### src/rtl/fetcher_pkg.sv
// Shared widths, FSM encodings and instruction-queue line layout for the fetch stage.
// No logic of its own; no latency.
// No flow control of its own.
package fetcher_pkg;

    localparam int INS_WIDTH      = 32;
    localparam int ADDR_WIDTH     = 32;
    localparam int IQ_LINE_LENGTH = ADDR_WIDTH + INS_WIDTH;

    typedef enum logic [1:0] {
        FETCH_IDLE = 2'b00,
        FETCH_WAIT = 2'b01,
        FETCH_DROP = 2'b10
    } fetch_state_t;

    // One queue entry: the instruction together with the PC it was fetched from.
    typedef struct packed {
        logic [ADDR_WIDTH-1:0] pc;
        logic [INS_WIDTH-1:0]  ins;
    } iq_line_t;

    // Static predict-not-taken: the next sequential word; wraps at 32 bits.
    function automatic logic [ADDR_WIDTH-1:0] next_pc(input logic [ADDR_WIDTH-1:0] pc);
        return pc + ADDR_WIDTH'(4);
    endfunction

endpackage

### src/rtl/fetch_queue.sv
// Circular FIFO of fetched {pc, ins} lines; flush empties it and overrides a same-cycle push.
// Pushed data is visible at the head the cycle after the push.
// No internal backpressure: the caller reserves a slot before issuing, so push never meets full.
module fetch_queue #(
    parameter int DEPTH_LOG2 = 2,
    parameter int WIDTH      = 64
) (
    input  logic                  core_clk,
    input  logic                  arst_n,
    input  logic                  flush,
    input  logic                  push,
    input  logic [WIDTH-1:0]      push_dat,
    input  logic                  pop,
    output logic [WIDTH-1:0]      head_dat,
    output logic [DEPTH_LOG2:0]   count,
    output logic                  full,
    output logic                  empty
);

    localparam int DEPTH = 1 << DEPTH_LOG2;

    logic [WIDTH-1:0]      mem [DEPTH];
    logic [DEPTH_LOG2-1:0] head;
    logic [DEPTH_LOG2-1:0] tail;

    // Pointer and occupancy tracking; flush collapses head onto tail.
    always_ff @(posedge core_clk or negedge arst_n) begin
        if (!arst_n) begin
            head  <= '0;
            tail  <= '0;
            count <= '0;
        end else if (flush) begin
            head  <= tail;
            count <= '0;
        end else begin
            if (push) tail <= tail + 1'b1;
            if (pop)  head <= head + 1'b1;
            case ({push, pop})
                2'b10:   count <= count + 1'b1;
                2'b01:   count <= count - 1'b1;
                default: count <= count;
            endcase
        end
    end

    // Storage write; contents need no reset since empty masks the head.
    always_ff @(posedge core_clk) begin
        if (push && !flush) mem[tail] <= push_dat;
    end

    assign head_dat = mem[head];
    assign full     = (count == (DEPTH_LOG2+1)'(DEPTH));
    assign empty    = (count == '0);

endmodule

### src/rtl/fetcher.sv
// Instruction fetch: one-outstanding icache requests, queue of {pc, ins}, head presented to decode.
// Response pushed on the valid edge, visible to decode the next cycle; request issue 1 cycle after a free slot.
// Decode delivery stalls on rob_full/rs_full/rdy_in/jump; requests stop when queue slots are all reserved.
module fetcher
    import fetcher_pkg::*;
#(
    parameter int                    IQ_WIDTH = 2,
    parameter logic [ADDR_WIDTH-1:0] RESET_PC = 32'h0
) (
    input  logic                  clk_in,
    input  logic                  rst_in,
    input  logic                  rdy_in,
    input  logic                  rob_full,
    input  logic                  rs_full,
    input  logic                  rob2fetcher_jump_enable,
    input  logic [ADDR_WIDTH-1:0] rob2fetcher_jump_pc,
    output logic                  fetcher2icache_enable,
    output logic [ADDR_WIDTH-1:0] fetcher2icache_addr,
    input  logic                  icache2fetcher_valid,
    input  logic [INS_WIDTH-1:0]  icache2fetcher_ins,
    output logic                  fetch2decoder_enable,
    output logic [INS_WIDTH-1:0]  fetch2decoder_ins,
    output logic [ADDR_WIDTH-1:0] fetch2decoder_pc
);

    fetch_state_t          state;
    logic [ADDR_WIDTH-1:0] pc;

    logic                  q_push;
    logic                  q_flush;
    logic                  q_full;
    logic                  q_empty;
    logic [IQ_WIDTH:0]     q_count;
    logic [IQ_WIDTH:0]     count_after;
    iq_line_t              push_line;
    iq_line_t              head_line;

    assign q_flush   = rdy_in && rob2fetcher_jump_enable;
    assign q_push    = rdy_in && (state == FETCH_WAIT) && icache2fetcher_valid
                       && !rob2fetcher_jump_enable;
    assign push_line = '{pc: fetcher2icache_addr, ins: icache2fetcher_ins};

    assign fetch2decoder_enable = !q_empty && !rob_full && !rs_full && rdy_in
                                  && !rob2fetcher_jump_enable;
    assign fetch2decoder_ins    = q_empty ? '0 : head_line.ins;
    assign fetch2decoder_pc     = q_empty ? '0 : head_line.pc;

    // Occupancy once this cycle's response lands and any delivery leaves; the MSB means no slot left.
    assign count_after = q_count + (IQ_WIDTH+1)'(1) - (IQ_WIDTH+1)'(fetch2decoder_enable);

    fetch_queue #(
        .DEPTH_LOG2 (IQ_WIDTH),
        .WIDTH      (IQ_LINE_LENGTH)
    ) u_fetch_queue (
        .core_clk (clk_in),
        .arst_n   (rst_in),
        .flush    (q_flush),
        .push     (q_push),
        .push_dat (push_line),
        .pop      (fetch2decoder_enable),
        .head_dat (head_line),
        .count    (q_count),
        .full     (q_full),
        .empty    (q_empty)
    );

    // Request FSM: jump redirects first; a live request is never abandoned, only marked stale.
    always_ff @(posedge clk_in or negedge rst_in) begin
        if (!rst_in) begin
            state                 <= FETCH_IDLE;
            pc                    <= RESET_PC;
            fetcher2icache_enable <= 1'b0;
            fetcher2icache_addr   <= '0;
        end else if (rdy_in) begin
            if (rob2fetcher_jump_enable) begin
                pc <= {rob2fetcher_jump_pc[ADDR_WIDTH-1:2], 2'b00};
                if (state != FETCH_IDLE) begin
                    if (icache2fetcher_valid) begin
                        fetcher2icache_enable <= 1'b0;
                        state                 <= FETCH_IDLE;
                    end else begin
                        state <= FETCH_DROP;
                    end
                end
            end else begin
                case (state)
                    FETCH_IDLE: begin
                        if (!q_full) begin
                            fetcher2icache_enable <= 1'b1;
                            fetcher2icache_addr   <= pc;
                            state                 <= FETCH_WAIT;
                        end
                    end
                    FETCH_WAIT: begin
                        if (icache2fetcher_valid) begin
                            pc <= next_pc(fetcher2icache_addr);
                            if (!count_after[IQ_WIDTH]) begin
                                fetcher2icache_addr <= next_pc(fetcher2icache_addr);
                            end else begin
                                fetcher2icache_enable <= 1'b0;
                                state                 <= FETCH_IDLE;
                            end
                        end
                    end
                    FETCH_DROP: begin
                        if (icache2fetcher_valid) begin
                            fetcher2icache_enable <= 1'b0;
                            state                 <= FETCH_IDLE;
                        end
                    end
                    default: begin
                        fetcher2icache_enable <= 1'b0;
                        state                 <= FETCH_IDLE;
                    end
                endcase
            end
        end
    end

endmodule

### config.mk
export PLATFORM = sky130hd
export DESIGN_NAME = fetcher
export DESIGN_NICKNAME = d
export VERILOG_FILES = /design/src/rtl/fetcher_pkg.sv /design/src/rtl/fetch_queue.sv /design/src/rtl/fetcher.sv
export SDC_FILE = /design/constraint.sdc
export NUM_CORES = 1
export LEC_CHECK = 0
export BUFFER_PORTS_ARGS = -buffer_cell sky130_fd_sc_hd__buf_2
export CORE_MARGIN = 2
export CORE_UTILIZATION = 55
export CTS_BUF_LIST = sky130_fd_sc_hd__clkbuf_4
export DETAILED_ROUTE_END_ITERATION = 7
export PLACE_DENSITY = 0.79
export RECOVER_POWER = 100
export SLEW_MARGIN = 5
export SYNTH_ARGS = -nofsm -noshare
export SYNTH_HDL_FRONTEND = slang
export SYNTH_HIERARCHICAL = 1
export SYNTH_SLANG_ARGS = --single-unit
### constraint.sdc
create_clock -name clk_in -period 5.7 [get_ports clk_in]
set_clock_uncertainty 0.15 [all_clocks]
set_input_delay 0.285 -clock clk_in [delete_from_list [all_inputs] [get_ports clk_in]]
set_output_delay 0.285 -clock clk_in [all_outputs]
set_load 0.005 [all_outputs]
### Word level (Yosys, flattened, before mapping)

Memories as Yosys holds them, arrays and structs flattened.
Index checks and enable logic that the tools add are counted.

| cells by class | value |
|---|---|
| div/mod/pow operators | 0 |
| bitwise gates (word level) | 2 |
| multiplexer cells | 30 |
| shifts and indexed selects | 0 |
| reductions and logical operators | 27 |
| order comparisons | 0 |
| $mul | 0 |
| equality and inequality tests | 13 |
| add/subtract/negate cells | 6 |

Operator list:

| kind | count |
|---|---|
| $mux 32 | 8 |
| $pmux 32 s2 | 1 |
| $add 32x3->32 const B | 1 |
| $mux 2 | 9 |
| $ne 3x3->1 const B | 4 |
| $reduce_and 6->1 | 2 |
| $reduce_bool 2->1 | 5 |
| $logic_and 1x1->1 | 9 |
| $mux 1 | 8 |
| $ne 2x2->1 const B | 3 |
| $pmux 2 s3 | 1 |
| $pmux 3 s2 | 1 |
| $logic_not 1->1 | 5 |
| $reduce_and 5->1 | 1 |
| $add 2x1->2 const B | 2 |
| $eq 2x1->1 const B | 2 |
| $eq 2x2->1 const B | 2 |
| $add 3x1->3 const B | 1 |
| $eq 3x3->1 const B | 1 |
| $logic_not 3->1 | 1 |
| $mux 3 | 1 |
| $pmux 1 s3 | 1 |
| $reduce_and 3->1 | 1 |
| $reduce_bool 3->1 | 1 |
| 6 further kinds | 7 |

| storage, ports and cells | value |
|---|---|
| bits in latches | 0 |
| flip-flop bits (word level) | 74 |
| memory bits (writable) | 256 |
| logic and storage cells | 86 |
| memories | 1 |
| bits in read-only memories | 0 |
| input bits | 71 |
| output and inout bits | 98 |

Memory list:

| memory | depth | width | rd ports | clocked after Yosys merged registers in | write ports | line | text |
|---|---|---|---|---|---|---|---|
| u_fetch_queue.mem | 4 | 64 | 1 | 0 | 1 | fetch_queue.sv:22 | `logic [WIDTH-1:0] mem [DEPTH];` |

### Longest topological paths before layout

Gate-level depths: netlist of run 1.

| depth | value |
|---|---|
| depth after elaboration | 11 |
| gate-level depth with buffers | 10 |
| depth with buffers taken out | 9 |

### Cells and area by module

Netlist of run 1, hierarchy kept.

By module, submodules not included:

| module | cells an instance | area an instance (um^2) | instances | sequential area each (um^2) |
|---|---|---|---|---|
| fetch_queue | 377 | 9,665.5 | 1 | 7,862.5 |
| fetcher | 526 | 4,516.8 | 1 | 1,676.6 |

### Worst setup path before layout of run 1

OpenSTA, ideal clock, no wires.

| timing | value |
|---|---|
| path type | reg-to-reg |
| from | reg state[0] |
| to | mem u_fetch_queue.mem[0][0], enable pin |
| required time | 5.121 ns |
| setup time | 0.429 ns |
| buffers on the path | 1 |
| path slack | 1.840 ns |
| arrival time | 3.281 ns |
| clock period less this slack | 3.860 ns |
| stages on the path, launching flop included | 8 |
| cell sequence | dfrtp_1 > clkbuf_1 > and2b_1 > and2_0 > nand3_1 > inv_1 > nor2b_1 > and2_1 |

| on the way | value |
|---|---|
| word-level cells in the longest chain between the ends | 7 |

Ends and longest elaborated chain:

| item | line | text |
|---|---|---|
| start, declared | fetcher.sv:26 | `fetch_state_t state;` |
| start signal, assigned | fetcher.sv:70 | `state <= FETCH_IDLE;` |
| start signal, assigned | fetcher.sv:80 | `state <= FETCH_IDLE;` |
| start signal, assigned | fetcher.sv:82 | `state <= FETCH_DROP;` |
| $eq 2x1->1 | fetcher.sv:39 | `assign q_push = rdy_in && (state == FETCH_WAIT) && icache2fetcher_valid` |
| $logic_and 1x1->1 (2 in series) | fetcher.sv:39 |  |
| $logic_and 1x1->1 | fetcher.sv:40 | `&& !rob2fetcher_jump_enable;` |
| named net q_push | fetcher.sv:29 | `logic q_push;` |
| $logic_and 1x1->1 | fetch_queue.sv:48 | `if (push && !flush) mem[tail] <= push_dat;` |
| $mux 1 | fetch_queue.sv:48 |  |
| $mux 1 (not written as such) | fetch_queue.sv:48 |  |
| end, declared | fetch_queue.sv:22 |  |

The timed path passes the listed nets, and every way through them passes these cells.

### Final worst setup path of run 1

| timing | value |
|---|---|
| from | reg state[0] |
| to | mem u_fetch_queue.mem[0][37], enable pin |

The elaborated chain is that of the path after synthesis.

==> results of run 1 <==
-- power by group --
group / switching (mW) / internal [mW] / leakage, nW
logic: 0.881 / 0.937 / 2.11
clock network: 0.937 / 1.08 / 0.662
registers: 0.572 / 2.94 / 3.19
total: 2.39 / 4.96 / 5.96
-- per-layer routing --
layer,track usage [%],up-vias
met4,9.13,0
met2,39.4,411
met5,0,-
li1,-,4202
met3,5.10,39
met1,32.2,4546
-- registers in the layout, indices dropped and copies added, names as in the netlist --
name	flops
pc	32
u_fetch_queue/mem	256
u_fetch_queue/tail	2
state	2
fetcher2icache_enable	1
u_fetch_queue/head	2
fetcher2icache_addr	32
u_fetch_queue/count	3
-- layout make-up --
| class | count | area [µm²] |
|---|---|---|
| Timing Repair Buffer | 265 | 1630 |
| Inverter | 11 | 41.3 |
| Clock inverter | 27 | 161 |
| Fill cell | 1839 | 8220 |
| Multi-Input combinational cell | 498 | 4280 |
| Clock buffer | 128 | 961 |
| Antenna cell | 1 | 2.50 |
| Tap cell | 330 | 413 |
| Sequential cell | 330 | 9540 |
-- worst min path at each step --
stage	endpoint
floorplan	fetcher2icache_addr[0]
detailed placement	pc[3]
global placement	pc[4]
global route	state[0]
finish	u_fetch_queue/head[0]
CTS	u_fetch_queue/head[0]
-- worst max-delay path, stage by stage, from the launching register on --
cell and delay (ns):
dfrtp_1 0.50, and2b_2 0.20, and2_0 0.54, nand3_1 0.14
clkbuf_1 0.41, inv_1 0.48, nor2b_1 0.48, and2_4 0.89
-- cells by family (layout without fill, tap and decap cells) --
| family | count (synthesis) | in the layout |
|---|---|---|
| other | 0 | 1 |
| multiplexers | 70 | 70 |
| XOR/XNOR | 31 | 31 |
| buffers and inverters | 75 | 431 |
| AND/OR/NAND/NOR | 202 | 202 |
| adder cells (fa/ha/maj) | 6 | 6 |
| AO/OA/AOI/OAI | 189 | 189 |
| flip-flops | 330 | 330 |
-- layout by cell type, fill, tap and decap left out, types with 3 or more instances in the layout --
| cell type | synthesis | final |
|---|---|---|
| clkbuf_4 | 0 | 128 |
| xnor2_1 | 14 | 13 |
| a22oi_1 | 18 | 18 |
| a21oi_1 | 19 | 20 |
| dlygate4sd3_1 | 0 | 86 |
| nand2_1 | 38 | 38 |
| nor3b_1 | 4 | 4 |
| nor2_1 | 30 | 30 |
| nand4_1 | 8 | 8 |
| o22a_1 | 7 | 7 |
| clkinv_1 | 2 | 20 |
| nor4_1 | 5 | 6 |
| nand3_1 | 16 | 17 |
| clkbuf_2 | 2 | 8 |
| a2bb2oi_1 | 20 | 20 |
| nor3_1 | 4 | 5 |
| mux2_2 | 4 | 4 |
| xor2_1 | 17 | 17 |
| o22ai_1 | 25 | 25 |
| buf_2 | 19 | 45 |
| nand2b_1 | 3 | 3 |
| o21ai_0 | 38 | 39 |
| and2_4 | 0 | 4 |
| nor2b_1 | 66 | 66 |
| and3_1 | 3 | 3 |
| inv_1 | 9 | 9 |
| a211o_1 | 4 | 4 |
| clkinv_4 | 0 | 3 |
| mux4_2 | 64 | 64 |
| a211oi_1 | 27 | 27 |
| a31oi_1 | 15 | 15 |
| and2_1 | 10 | 6 |
| dfrtp_1 | 74 | 72 |
| buf_4 | 4 | 7 |
| edfxtp_1 | 256 | 256 |
| ha_1 | 5 | 5 |
| clkbuf_1 | 30 | 118 |
-- through the flow --
| stage | area, µm² | hold WS [ns] | setup WS (ns) |
|---|---|---|---|
| detailed placement | 15200 | 0.322 | 1.85 |
| global route | 17000 | 0.0895 | 1.14 |
| CTS | 17200 | 0.0103 | 1.82 |
| finish | 17000 | 0.0418 | 1.40 |
| global placement | 15200 | 0.314 | 1.96 |
| floorplan | 14200 | -0.161 | 1.84 |
-- what timing repair did --
| item | in CTS | in global routing |
|---|---|---|
| gates resized for setup | 0 | 0 |
| setup buffers | 0 | 0 |
| hold endpoints to repair | 202 | 0 |
| hold buffers | 86 | 0 |
==> key figures, run 1 <==
Outcome
  • Status: complete, but fails checks
  • Failing checks: max-capacitance violations, max-slew violations

Synth
  • Simple-Gate Fraction of Synth Area: 8.07%
  • Top-count cell post-synth: edfxtp_1
  • Mux cell area share after synthesis: 10.6%
  • #FFs+latches synth: 330
  • Synth Area in Compound Gates: 9.01%
  • Syn_area_per_cell: 15.7 µm²
  • Top cell type's share of synthesized area: 54.2%
  • Post-synth top cells: 256 x edfxtp_1, 74 x dfrtp_1, 66 x nor2b_1
  • Xor/xnor share of the synthesized area: 1.91%
  • Synth cell types: 60
  • Main combinational cell family by area after synthesis: multiplexers
  • Asr flop ratio synth: 22.4%
  • Area leader, netlist: edfxtp_1
  • Post-synthesis adder-cell area fraction: 0.582%
  • Synth top area cells: edfxtp_1 54%, dfrtp_1 13%, mux4_2 10%
  • YS warnings: 6
  • Synthesized Nets: 980
  • Post-synth EDFFs: 256
  • Most used flip-flop cell after synthesis: edfxtp_1
  • Syn Std Cell Area: 14200 µm²
  • Register area share after synthesis: 67.3%
  • Synth Instances: 903

Critical path
  • CP Class: reg2reg
  • Worst Setup End Kind: register
  • CP max FO: 64
  • Reg2reg setup slack: 1.40 ns
  • Crit Reg-Reg Startpoint: state[0]
  • Worst path required time: 5.83 ns
  • CP startpoint: state[0]
  • R2R depth: 7
  • R2R Path End: u_fetch_queue/mem[0][37]
  • Startpoint Class: register
  • Worst EP arrival: 4.43 ns
  • Critical path endpoint: u_fetch_queue/mem[0][37]

Die
  • Die Span Y: 165 µm
  • Die area: 27100 µm²
  • Die Wd: 165 µm
  • Initial Util: 56.2%
  • Number of core rows: 58
  • Io pins: 169
  • Core area: 25300 µm²

Global route
  • Vias in the first global route: 9277
  • Pin count of the biggest net entering global routing: 86
  • First-pass GRT wire length: 49600 µm
  • Overflow after GRT: 0
  • Tot GR Track Use: 24.1%
  • Antenna violations before repair: 1

Timing
  • Final Max Slew Viols: 160
  • Final Critical Period: 4.30 ns
  • Final setup TNS: 0 ns
  • Least-Margin Pin Slew: 2.43 ns
  • RSZ-0062 raised after global routing: false
  • Setup-failing EPs final: 0
  • Final Hold Fails: 0
  • F_max: 233 MHz
  • Crit share post-route: 75.4%
  • Max-slew headroom: -62.3%

Routing
  • Starting DRT DRC Count: 942
  • WL/cell: 19.9 µm
  • Vias per cell: 5.78
  • Post-route ant nets: 0
  • Final WL: 31600 µm
  • Met1 wire length: 13100 µm
  • Vias: 9198
  • Routed wire length on met3: 2410 µm
  • Top routing layer used: met4
  • DRT Pass-1 Iters: 5
  • Drt drc: 0
  • Met2 Routed Length: 15500 µm

Place
  • IO Port Bufs: 166
  • Dpl cells: 1348
  • Global placement routability congestion: 0.852
  • Post-DP HPWL: 17800 µm

Clock tree
  • Clk slew on worst S/H paths: 0.07 ns
  • Worst skew pair latency: 0.71 ns
  • Maximum clock path buffer count: 3
  • Clock sinks: 330
  • H-tree Lvls: 3
  • Clk Tree Root Cell: clkbuf_4
  • CTS tree: done
  • TritonCTS Buffers: 84

Power and ir drop
  • Max IR drop VDD: 441 µV
  • Leak: 5.96 nW
  • Pwr dens: 432 nW/µm²
  • Design Power: 7.35 mW

Hold path
  • Worst hold-check path type: in2reg
  • HP Start: rs_full
  • Hold Path Depth: 5

Cells and area
  • Cell Count, Final, Fillers Out: 1590
  • Fin util: 67.4%
  • Share of layout cells above drive strength 1: 22.3%
  • Nets: 1267
  • Area grow syn2layout: 20.1%

Job
  • Max-Cap Viols: 4
Note: power is estimated with default switching activity, not from simulation.
==> run 2: changes to the inputs <==
Settings changed: ABC_AREA set to 1, PLACE_DENSITY 0.79 to 0.82.
Clock period 5.7 ns to 3.6 ns, I/O delays scaled along.
==> run 2 against run 1 <==
Effect of this change: the flow still finishes with violations (max-capacitance violations, max-slew violations); total power is 61% higher; worst setup slack worse by 1.1 ns; sequential power is 51% higher; sequential share of layout area is 2.2 points lower; die area is 4.3% higher; critical path depth is 1 lower; hold slack better by 0.036 ns; clock-buffer cell count is 5 lower; combinational power is 82% higher; largest power group unchanged; highest routed layer unchanged.
==> key figures, run 2 <==
Synth
  • Syn Std Cell Area: 14800 µm² (+4.4%)
  • Post-synth EDFFs: 256 (unchanged)
  • Asr flop ratio synth: 22.4% (unchanged)
  • Synth Instances: 1461 (+62%)
  • Post-synthesis adder-cell area fraction: 0.558% (-0.024 points)
  • Synth Area in Compound Gates: 10.4% (+1.4 points)
  • Top-count cell post-synth: nand2_1
  • Main combinational cell family by area after synthesis: simple AND/OR/NAND/NOR gates
  • Syn_area_per_cell: 10.1 µm² (-35%)
  • Simple-Gate Fraction of Synth Area: 17.7% (+9.7 points)
  • Xor/xnor share of the synthesized area: 0.473% (-1.4 points)
  • Top cell type's share of synthesized area: 51.9% (-2.3 points)
  • Register area share after synthesis: 64.4% (-2.8 points)
  • Synthesized Nets: 1538 (+57%)
  • Area leader, netlist: edfxtp_1
  • Synth cell types: 37 (-38%)
  • Synth top area cells: edfxtp_1 52%, dfrtp_1 13%, nand2_1 7.2%
  • YS warnings: 6 (unchanged)
  • Post-synth top cells: 284 x nand2_1, 262 x nor2_1, 256 x edfxtp_1
  • #FFs+latches synth: 330 (unchanged)
  • Mux cell area share after synthesis: 0.0676% (-11 points)
  • Most used flip-flop cell after synthesis: edfxtp_1

Clock tree
  • H-tree Lvls: 3 (unchanged)
  • Clock sinks: 330 (unchanged)
  • Maximum clock path buffer count: 3 (unchanged)
  • Worst skew pair latency: 0.70 ns (about the same)
  • Clk Tree Root Cell: clkbuf_4
  • Clk slew on worst S/H paths: 0.07 ns (about the same)
  • Setup Buffers After CTS: 0 (unchanged)
  • TritonCTS Buffers: 83 (-1.2%)
  • CTS tree: done

Power and ir drop
  • Pwr dens: 667 nW/µm² (+54%)
  • Flop pwr share: 44.9% (-2.9 points)
  • Max IR drop VDD: 354 µV (-20%)
  • Switching power: 4.20 mW (+76%)
  • Pint: 7.63 mW (+54%)
  • Clock power share: 27.1% (-0.4 points)
  • Logic pwr share: 28.0% (+3.3 points)
  • Leak: 7.19 nW (+21%)
  • Sw frac: 35.5% (+3.0 points)

Critical path
  • CP max FO: 46 (-28%)
  • Worst Setup End Kind: output pin
  • Worst path required time: 3.27 ns (-2.56 ns)
  • Startpoint Class: register
  • Worst EP arrival: 2.98 ns (-1.45 ns)
  • CP Class: reg2out

Timing
  • F_max: 302 MHz
  • RSZ-0062 raised after global routing: false
  • Worst setup margin: 0.292 ns (-1.11 ns)
  • Final Hold Fails: 0 (unchanged)
  • Least-Margin Pin Slew: 1.70 ns (-0.730 ns)
  • Final Max Slew Viols: 62 (-61%)
  • Setup-failing EPs final: 0 (unchanged)
  • Max-slew headroom: -13.7% (+49 points)
  • Crit share post-route: 91.9%
  • Final Critical Period: 3.31 ns
  • Final setup TNS: 0 ns (unchanged)

Die
  • Initial Util: 55.4% (-0.77 points)
  • Core area: 26700 µm² (+5.8%)
  • Die Wd: 168 µm (+2.1%)
  • Die Span Y: 168 µm (+2.1%)
  • Io pins: 169 (unchanged)
  • Die area: 28200 µm² (+4.3%)
  • Number of core rows: 60 (+3.4%)

Global route
  • Overflow after GRT: 0 (unchanged)
  • Antenna violations before repair: 1 (unchanged)
  • Tot GR Track Use: 26.0% (+1.9 points)
  • Pin count of the biggest net entering global routing: 65 (-24%)
  • First-pass GRT wire length: 58000 µm (+17%)
  • Vias in the first global route: 11595 (+25%)

Cells and area
  • Commonest cells after routing, fill and taps aside: 284 x nand2_1, 263 x nor2_1, 256 x edfxtp_1, 132 x inv_1, 126 x o21ai_0
  • Fin area: 17700 µm² (+4.1%)
  • Share of layout cells above drive strength 1: 14.7% (-7.6 points)
  • Largest Register: u_fetch_queue/mem
  • Nets: 1827 (+44%)
  • Max FFs per register: 256 (unchanged)
  • Most common cell after layout, fill and taps aside: nand2_1
  • Area grow syn2layout: 19.8%
  • Top flop regs: u_fetch_queue/mem: 256 flops, fetcher2icache_addr: 32 flops, pc: 32 flops

Outcome
  • Status: complete, but fails checks
  • Failing checks: max-capacitance violations, max-slew violations

Place
  • Placed Area: 15900 µm² (+4.4%)
  • Pre-CTS setup slack: 0.921 ns (-0.933 ns)
  • Post-DP HPWL: 21300 µm (+20%)
  • Global placement routability congestion: 0.916 (+7.5%)
  • IO Port Bufs: 166 (unchanged)

Routing
  • DRT Pass-1 Iters: 5 (unchanged)
  • Final WL: 36600 µm (+16%)
  • Post-route ant nets: 0 (unchanged)
  • Vias per cell: 5.49 (-5.2%)
  • Starting DRT DRC Count: 1057 (+12%)
  • Drt drc: 0 (unchanged)
  • Vias: 11850 (+29%)
  • WL/cell: 16.9 µm (-15%)

Hold path
  • Worst hold-check path type: in2reg

Job
  • Max-Cap Viols: 2 (-2)
[run 2: cell count changes after synthesis, sizes merged, moves of 46 or more]
cell and delta:
nor2b -66, nor2 +244, o22ai +48, nand3 +46
o21ai +132, nand2 +247, mux4 -64, inv +125
[run 2: final timing paths]
path,start,end,slack (ns),cells after the start
max,u_fetch_queue/head[1],fetch2decoder_pc[23],0.29,6
min,rob_full,fetcher2icache_enable,0.08,7
max reg2reg,state[0],pc[31],0.39,10
min reg2reg,pc[29],pc[29],0.37,2
max in group asynchronous,rst_in,fetcher2icache_enable,0.61,4
min in group asynchronous,rst_in,fetcher2icache_addr[13],0.86,3
[run 2: power groups by stage]
stage               clock, mW  combinational, mW  sequential, mW
global placement            0               3.06            5.33
CTS                      3.27               3.33            5.29
global route             3.49               3.71            5.37
finish                   3.21               3.31            5.31
floorplan                   0               2.24            5.08
detailed placement          0               3.15            5.36
[run 2: through the flow]
stage / utilization [%] / total power, mW / hold WS, ns / std cells
final: 66.3 / 11.8 / 0.0779 / 2160
after global routing: 66.3 / 12.6 / 0.0932 / 2160
after CTS: 67.1 / 11.9 / 0.00643 / 2159
after detailed placement: 59.6 / 8.52 / 0.203 / 1916
after global placement: 59.6 / 8.39 / 0.203 / 1916
after floorplan: - / 7.32 / -0.266 / 1461
[run 2: cell families (layout without fill, tap and decap cells)]
logic type      count (synthesis)  in the layout
flops                         330            330
other cells                     0              1
buf+inv                       206            563
simple gates                  641            641
compound gates                269            269
xor+xnor                        8              8
fa+ha+maj                       6              6
mux                             1              1
[run 2: what timing repair did]
item	4_1_cts	5_1_grt
setup endpoints to repair	0	0
hold buffers	90	0
gates resized for setup	0	0
endpoints found under the hold margin	217	0
[run 2: worst max-delay path, cell delays in order, from the launching register on]
cell and delay, ns:
dfrtp_2 0.62, clkbuf_2 0.84, o21ai_0 0.20, o22ai_1 0.20, inv_1 0.05, nor2_1 0.23
clkbuf_2 0.17
[run 2: per-layer routing]
layer,track usage (%),share of wire (%)
met1,33.3,40
met4,10.5,2.7
met2,43.5,49
met5,0,0
met3,5.97,8.6
[run 2: cell type report]
class / instances / area, µm²
Sequential cell: 330 / 9540
Antenna cell: 1 / 2.50
Clock inverter: 30 / 186
Clock buffer: 123 / 923
Tap cell: 341 / 427
Inverter: 135 / 509
Fill cell: 2048 / 8990
Timing Repair Buffer: 275 / 1810
Multi-Input combinational cell: 925 / 4320
==> run 3: changes to the inputs <==
Settings changed: REMOVE_ABC_BUFFERS set to 1.
==> run 3 against run 2 <==
Effect of this change: the run still ends with max-capacitance violations, max-slew violations left; non-clock buffer count is 4 higher; largest cell class unchanged; hold slack improved by 0.010 ns; worst setup slack gained 0.17 ns; core utilization down 0.14 points; total power fell by 2.0%; first-iteration DRC count unchanged; critical path type is now in2reg; fmax grew 5.3%.
==> key figures, run 3 (synthesis gave the netlist of run 2 again) <==
Power and ir drop
  • Clock power share: 26.0% (-1.1 points)
  • Max IR drop VDD: 691 µV (+95%)
  • Switching power: 4.12 mW (-1.8%)
  • Leak: 7.09 nW (-1.4%)
  • Logic pwr share: 29.4% (+1.4 points)
  • Pwr dens: 655 nW/µm² (-1.8%)
  • Flop pwr share: 44.6% (-0.3 points)
  • Sw frac: 35.6% (+0.076 points)
  • Pint: 7.46 mW (-2.1%)

Timing
  • Hold slack final: 0.0883 ns (+0.0104 ns)
  • RSZ-0062 raised after global routing: false
  • Worst setup margin: 0.459 ns (+0.167 ns)
  • Final setup TNS: 0 ns (unchanged)
  • Crit share post-route: 87.3% (-4.6 points)
  • Max-slew headroom: -34.7% (-21 points)
  • Least-Margin Pin Slew: 2.02 ns (+0.315 ns)
  • Final Max Slew Viols: 67 (+8.1%)
  • F_max: 318 MHz (+5.3%)
  • Setup-failing EPs final: 0 (unchanged)
  • Final Critical Period: 3.14 ns (-0.167 ns)
  • Final Hold Fails: 0 (unchanged)

Critical path
  • Startpoint Class: primary input
  • Worst path required time: 3.81 ns (+0.54 ns)
  • CP startpoint: rdy_in
  • Worst Setup End Kind: register
  • R2R Path End: pc[5]
  • Worst EP arrival: 3.35 ns (+0.37 ns)
  • Crit Reg-Reg Startpoint: state[1]
  • CP max FO: 44 (-4.3%)
  • Reg2reg setup slack: 0.56 ns (+0.17 ns)
  • R2R depth: 9 (-1)
  • CP Class: in2reg
  • Critical path endpoint: u_fetch_queue/mem[1][44]

Cells and area
  • Most common cell after layout, fill and taps aside: nand2_1
  • Nets: 1830 (+0.16%)
  • Cell Count, Final, Fillers Out: 2155 (-0.23%)
  • Max FFs per register: 256 (unchanged)
  • Fin util: 66.2% (-0.14 points)
  • # fillers: 2100 (+2.5%)
  • Largest Register: u_fetch_queue/mem
  • Commonest cells after routing, fill and taps aside: 284 x nand2_1, 258 x nor2_1, 256 x edfxtp_1, 131 x inv_1, 131 x o21ai_0
  • Top flop regs: u_fetch_queue/mem: 256 flops, fetcher2icache_addr: 32 flops, pc: 32 flops
  • Area grow syn2layout: 19.5%
  • Share of layout cells above drive strength 1: 14.0% (-0.73 points)

Die
  • Die area: 28200 µm² (unchanged)
  • Initial Util: 55.4% (unchanged)
  • Io pins: 169 (unchanged)
  • Die Span Y: 168 µm (unchanged)
  • Core area: 26700 µm² (unchanged)
  • Die Wd: 168 µm (unchanged)
  • Number of core rows: 60 (unchanged)

Hold path
  • Worst hold-check path type: in2reg
  • HP Start: rs_full

Place
  • Post-DP HPWL: 21200 µm (-0.36%)
  • Dpl cells: 1917 (+0.052%)
  • Global placement routability congestion: 0.925 (+0.96%)
  • Pre-CTS setup slack: 0.649 ns (-0.272 ns)
  • IO Port Bufs: 166 (unchanged)

Routing
  • DRT Pass-1 Iters: 8 (+3)
  • Vias per cell: 5.44 (-0.88%)
  • Drt drc: 0 (unchanged)
  • Vias: 11718 (-1.1%)
  • Post-route ant nets: 0 (unchanged)
  • Final WL: 36600 µm (+0.16%)
  • Starting DRT DRC Count: 1057 (unchanged)
  • WL/cell: 17.0 µm (+0.39%)

Clock tree
  • Maximum clock path buffer count: 3 (unchanged)
  • Post-CTS sizing: 0 (unchanged)
  • CTS tree: done
  • Clk Tree Root Cell: clkbuf_4
  • H-tree Lvls: 3 (unchanged)
  • TritonCTS Buffers: 82 (-1.2%)
  • CTS Hold Bufs: 93 (+3.3%)
  • Clk slew on worst S/H paths: 0.06 ns (about the same)
  • Clock sinks: 330 (unchanged)
  • Setup Buffers After CTS: 0 (unchanged)
  • Worst skew pair latency: 0.70 ns (about the same)

Global route
  • Pin count of the biggest net entering global routing: 68 (+4.6%)
  • Antenna violations before repair: 1 (unchanged)
  • Overflow after GRT: 0 (unchanged)
  • First-pass GRT wire length: 58300 µm (+0.40%)
  • Vias in the first global route: 11681 (+0.74%)
  • Tot GR Track Use: 26.1% (+0.045 points)

Outcome
  • Failing checks: max-capacitance violations, max-slew violations
  • Status: complete, but fails checks

Job
  • Max-Cap Viols: 2 (unchanged)
-- run 3: changes by cell type in the layout (fill, tap and decap cells not counted), sizes merged --
| cell | change |
|---|---|
| clkinv | -11 |
| clkbuf | +8 |
| buf | -5 |
| clkinvlp | +3 |
| bufinv | -2 |
| dlygate4sd3 | +2 |
-- run 3: metrics by stage --
stage	cell area (µm²)	power (mW)
final	17700	11.6
after global placement	15900	8.38
after CTS	17900	11.7
after global routing	17700	12.3
after floorplan	14400	7.14
after detailed placement	15900	8.49
-- run 3: layer usage --
layer	track usage (%)	vias up	wire length [µm]
li1	-	5567	-
met1	33.5	5499	14700
met2	43.6	559	17800
met3	5.48	93	2990
met4	10.8	0	1160
met5	0	-	0
-- run 3: cell type report --
| cell class | instances | area (µm²) | area share, % |
|---|---|---|---|
| repair buffers | 279 | 1830 | 10.3 |
| clock inverters | 20 | 101 | 0.573 |
| clock buffers | 124 | 931 | 5.26 |
| inverters | 135 | 509 | 2.88 |
| well taps | 341 | 427 | 2.41 |
| diodes | 1 | 2.50 | 0.0141 |
| flip-flops and latches | 330 | 9540 | 53.9 |
| multi-input cells | 925 | 4350 | 24.6 |
-- run 3: how the worst min path moves through the flow --
stage	endpoint	slack [ns]	depth (start not counted)
2_1_floorplan	fetcher2icache_addr[0]	-0.27	0
3_3_place_gp	pc[0]	0.17	1
3_5_place_dp	pc[1]	0.18	1
4_1_cts	state[1]	0.002	8
5_1_grt	u_fetch_queue/mem[3][14]	0.11	2
6_report	state[1]	0.09	8
-- run 3: power by group through the flow --
stage	clock network, mW	logic [mW]	registers, mW
after floorplan	0	1.97	5.17
after global placement	0	3.18	5.20
after detailed placement	0	3.27	5.23
after CTS	3.08	3.46	5.15
after global routing	3.28	3.80	5.23
final	3.01	3.41	5.16
-- run 3: worst max-delay path, stage by stage --
cell,delay [ns]
dlygate4sd3_1,0.54
clkbuf_1,0.15
nand2_1,0.10
inv_1,0.44
inv_1,0.42
nand2_1,0.37
nor2_4,0.71
buf_12,0.37
